<file path="src/rtl/bcd_countdown.sv">
// Loadable multi-digit BCD countdown timer with IDLE/RUN/HOLD control and a
// registered one-cycle Done pulse on reaching zero from RUN.
module bcd_countdown #(
    parameter int unsigned DIGITS = 4
) (
    input  logic                  Clk,
    input  logic                  Reset_n,
    input  logic                  Load,
    input  logic [4*DIGITS-1:0]   LoadVal,
    input  logic                  Start,
    input  logic                  Pause,
    input  logic                  Dec,
    output logic [4*DIGITS-1:0]   Q,
    output logic                  Zero,
    output logic                  Running,
    output logic                  Done
);

    localparam int unsigned W = 4 * DIGITS;

    typedef enum logic [1:0] {
        IDLE = 2'd0,
        RUN  = 2'd1,
        HOLD = 2'd2
    } state_t;

    state_t         state_q, state_d;
    logic [W-1:0]   q_q, q_d;
    logic           done_q, done_d;
    logic [W-1:0]   q_dec;
    logic [W-1:0]   load_sat;
    logic           borrow;
    logic           q_is_zero;
    logic           q_is_one;

    // Ripple borrow across all digits in a single cycle.
    always_comb begin
        q_dec  = q_q;
        borrow = 1'b1;
        for (int unsigned i = 0; i < DIGITS; i++) begin
            if (borrow) begin
                if (q_q[4*i +: 4] == 4'd0) begin
                    q_dec[4*i +: 4] = 4'd9;
                end else begin
                    q_dec[4*i +: 4] = q_q[4*i +: 4] - 4'd1;
                    borrow          = 1'b0;
                end
            end
        end
    end

    always_comb begin
        load_sat = LoadVal;
        for (int unsigned i = 0; i < DIGITS; i++) begin
            if (LoadVal[4*i +: 4] > 4'd9) begin
                load_sat[4*i +: 4] = 4'd9;
            end
        end
    end

    assign q_is_zero = (q_q == '0);
    assign q_is_one  = (q_q == W'(1));

    always_comb begin
        state_d = state_q;
        q_d     = q_q;
        done_d  = 1'b0;
        if (Load) begin
            q_d     = load_sat;
            state_d = IDLE;
        end else begin
            unique case (state_q)
                IDLE: begin
                    if (Start && !q_is_zero) begin
                        state_d = RUN;
                    end
                end
                RUN: begin
                    if (Pause) begin
                        state_d = HOLD;
                    end else if (q_is_zero) begin
                        state_d = IDLE;
                    end else if (Dec) begin
                        q_d = q_dec;
                        if (q_is_one) begin
                            state_d = IDLE;
                            done_d  = 1'b1;
                        end
                    end
                end
                HOLD: begin
                    if (Start && !Pause) begin
                        state_d = RUN;
                    end
                end
                default: state_d = IDLE;
            endcase
        end
    end

    always_ff @(posedge Clk or negedge Reset_n) begin
        if (!Reset_n) begin
            state_q <= IDLE;
            q_q     <= '0;
            done_q  <= 1'b0;
        end else begin
            state_q <= state_d;
            q_q     <= q_d;
            done_q  <= done_d;
        end
    end

    assign Q       = q_q;
    assign Zero    = q_is_zero;
    assign Running = (state_q == RUN);
    assign Done    = done_q;

endmodule
</file>
<file path="config.mk">
export PLATFORM = sky130hd
export DESIGN_NAME = bcd_countdown
export DESIGN_NICKNAME = d
export VERILOG_FILES = /design/src/rtl/bcd_countdown.sv
export SDC_FILE = /design/constraint.sdc
export NUM_CORES = 1
export LEC_CHECK = 0
export CORE_ASPECT_RATIO = 1.4
export CORE_UTILIZATION = 56
export DETAILED_ROUTE_END_ITERATION = 10
export DONT_BUFFER_PORTS = 1
export PLACE_DENSITY = 0.76
export SLEW_MARGIN = 20
export SYNTH_ARGS = -nofsm -noshare
export SYNTH_HDL_FRONTEND = slang
export SYNTH_SLANG_ARGS = --single-unit
</file>
<file path="constraint.sdc">
create_clock -name Clk -period 1.9 [get_ports Clk]
set_input_delay 0.57 -clock Clk [delete_from_list [all_inputs] [get_ports Clk]]
set_output_delay 0.57 -clock Clk [all_outputs]
set_load 0.005 [all_outputs]
</file>
==> results_dict.tcl <==
set metrics [dict create \
    period_minus_slack_ns 2.02 \
    violations "setup timing" \
    htreeDepth 1 \
    grt-ovfl-total 0 \
    critPathMaxFanout 2 \
    dr.pass1.iters 4 \
    ir_drop_uv 326 \
    grt_antenna_before_repair 0 \
    cts_tree "yes" \
    clock_path_buffers 2 \
    synth_seq_cells 19 \
    die_h_um 58.2 \
    drive_above_1_share_pct 24.8 \
    maxSlewViolCount 0 \
    slowest_delay_ns 0.44 \
    yosysWarnings 0 \
    final_common_cell "buf_4" \
    pin_count 41 \
    wl_per_cell_um 18.5 \
    vias 1288 \
    skew_ns 0.00965 \
    total_power_mw 0.945 \
    ant_nets 0 \
    grt_pass1_vias 1208 \
    wl_um 3380 \
    p_leak_nw 0.576 \
    placement_rows 20 \
    clock-sinks 19 \
    syn2layout_area_growth_pct 19.9 \
    avgSynthCellArea_um2 9.04 \
    rsz0062_at_grt "yes" \
    crit_family "simple AND/OR/NAND/NOR gates" \
    grt_pass1_wl_um 5290 \
    tns_ns -0.225 \
    status "complete, but fails checks" \
    hold_viol 0 \
    die_w_um 42.2 \
    dp_hpwl_um 2430 \
    clock_latency_ns 0.31 \
    worstSetupEndpointType "output port" \
    gr-usage-all-layers_pct 28.2 \
    core_mm2 0.00215 \
    numCtsBuffers 3 \
    postSynthCellCount 140 \
    p_per_area_mw_per_mm2 623 \
    cts.clk_slew.worst_paths_ns 0.10 \
    clockRootBuffer "clkbuf_4" \
    synth_fp_nets 162 \
    crit_type "flip-flop to output port" \
    crit_slowest_cell "dfrtp_1" \
    final_cell_mix "buf_4 (23), dfrtp_1 (17), nor2_1 (14)" \
    hold_class "primary input to flip-flop" \
    crit_buf_inv 0 \
    n_antenna_cell 0 \
    port_buffers 0 \
    dieArea_mm2 0.00246 \
    period_share_pct 106 \
    avgViaCountPerCell 7.04 \
    synth-seq-area-share_pct 37.6 \
    required_ns 1.33 \
    worst_pin_slew_ns 0.876 \
    first_iter_violations 43 \
    clock.fmax_ghz 0.496 \
    path_cells "nor4_4, nand4_1, nor3_2" \
    maxCapViolCount 0 \
    pre_cts_slack_ns -0.0298 \
    synth.distinct_cells 47 \
    relSlewSlack_pct 41.4 \
    nets 184 \
    initial_core_util_pct 58.8 \
    grt_max_degree 20 \
    synth_area_mm2 0.00126 \
    fin_ws_ns -0.116 \
    start_kind "flip-flop" \
    place.gp.congestion 0.834 \
    fillers 172 \
    post-route-drc-count 0 \
    final-setup-viol-count 4 \
    worst-endpoint-arrival_ns 1.45 \
]
-- area by class of cell --
class | instances | area, um2 | share of cell area (%)
Clock buffer | 4 | 26.3 | 1.73
Inverter | 3 | 11.3 | 0.743
Multi-Input combinational cell | 110 | 779 | 51.4
Sequential cell | 19 | 478 | 31.5
Tap cell | 22 | 27.5 | 1.82
Timing Repair Buffer | 25 | 194 | 12.8
-- synthesized netlist by cell type, drive strengths merged --
master	instances	share of area, %
clkinv	1	0.30
nor2b	3	1.5
nand3b	3	1.8
a31o	1	0.69
o31ai	4	2.8
o21a	1	0.59
a22o	1	0.69
a2111oi	1	2.2
mux2i	5	4.0
and4	2	1.4
nand3	4	1.6
nor4b	1	0.69
a211oi	1	0.59
and4bb	1	0.99
inv	2	0.59
clkbuf	3	0.89
nor2	14	4.2
nand2	9	2.7
dlygate4sd1	1	0.69
o21ai	12	4.7
o2111ai	1	0.69
nor4	6	3.5
nand4	3	1.5
buf	4	2.0
a211o	1	0.69
a311o	1	0.79
nor3	7	4.1
dfrtp	19	38
a21oi	6	2.4
o211ai	3	1.8
or3	1	0.49
nand4b	1	0.69
or4bb	1	0.89
nor3b	2	1.2
and2	1	0.49
o41ai	1	0.69
a32oi	2	1.4
or4	4	2.7
a31oi	5	2.5
xor2	1	0.69
-- power by group --
group | internal (mW) | leakage [nW] | switching [mW]
clock | 0.0821 | 0.0150 | 0.134
combinational | 0.114 | 0.330 | 0.126
sequential | 0.438 | 0.231 | 0.0519
-- final timing paths --
kind / cells after the start / startpoint / slack [ns] / to
worst min register to register: 2 / Q[1] / 0.62 / Done
worst max-delay path: 3 / Q[4] / -0.12 / Zero
max in group asynchronous: 1 / Reset_n / 0.50 / Q[10]
worst max register to register: 5 / Q[4] / -0.06 / Q[15]
worst min-delay path: 1 / Load / 0.32 / state_q[1]
min in group asynchronous: 1 / Reset_n / 0.81 / Q[3]
-- through the flow --
| stage | instance area, um2 | util, % | instances | hold slack, ns |
|---|---|---|---|---|
| detailed placement | 1410 | 65.6 | 175 | 0.275 |
| global placement | 1410 | 65.6 | 175 | 0.275 |
| finish | 1520 | 70.5 | 183 | 0.319 |
| CTS | 1480 | 68.9 | 181 | 0.315 |
| floorplan | 1270 | - | 140 | 0.274 |
| global route | 1520 | 70.5 | 183 | 0.309 |
-- routing by layer --
layer | routed length (um) | track usage, % | vias to the layer above
met5 | 0 | 0 | -
met4 | 65 | 14.3 | 0
met3 | 200 | 5.92 | 7
met2 | 1830 | 51.6 | 53
met1 | 1290 | 30.1 | 640
li1 | - | - | 588
-- kinds of logic after synthesis --
kind of cell / Yosys count / share of synthesized area, %
and+or+nand+nor: 63 / 30.2
xor gates and xnor gates: 1 / 0.693
buffers and inverters: 11 / 4.45
AOI/OAI and AO/OA: 41 / 23.1
DFF: 19 / 37.6
muxes: 5 / 3.96
-- flip-flops by register name, indices dropped and copies added (netlist names) --
| register | count |
|---|---|
| Done | 1 |
| state_q | 2 |
| Q | 16 |
-- timing repair --
item | 4_1_cts | 5_1_grt
setup endpoints to repair | 2 | 1
endpoints found under the hold margin | 19 | 0
buffers inserted | 1 | 2
pin swaps | 3 | 3
gates resized for setup | 5 | 4
hold buffers | 1 | 0
(Power assumes the default switching activity.)
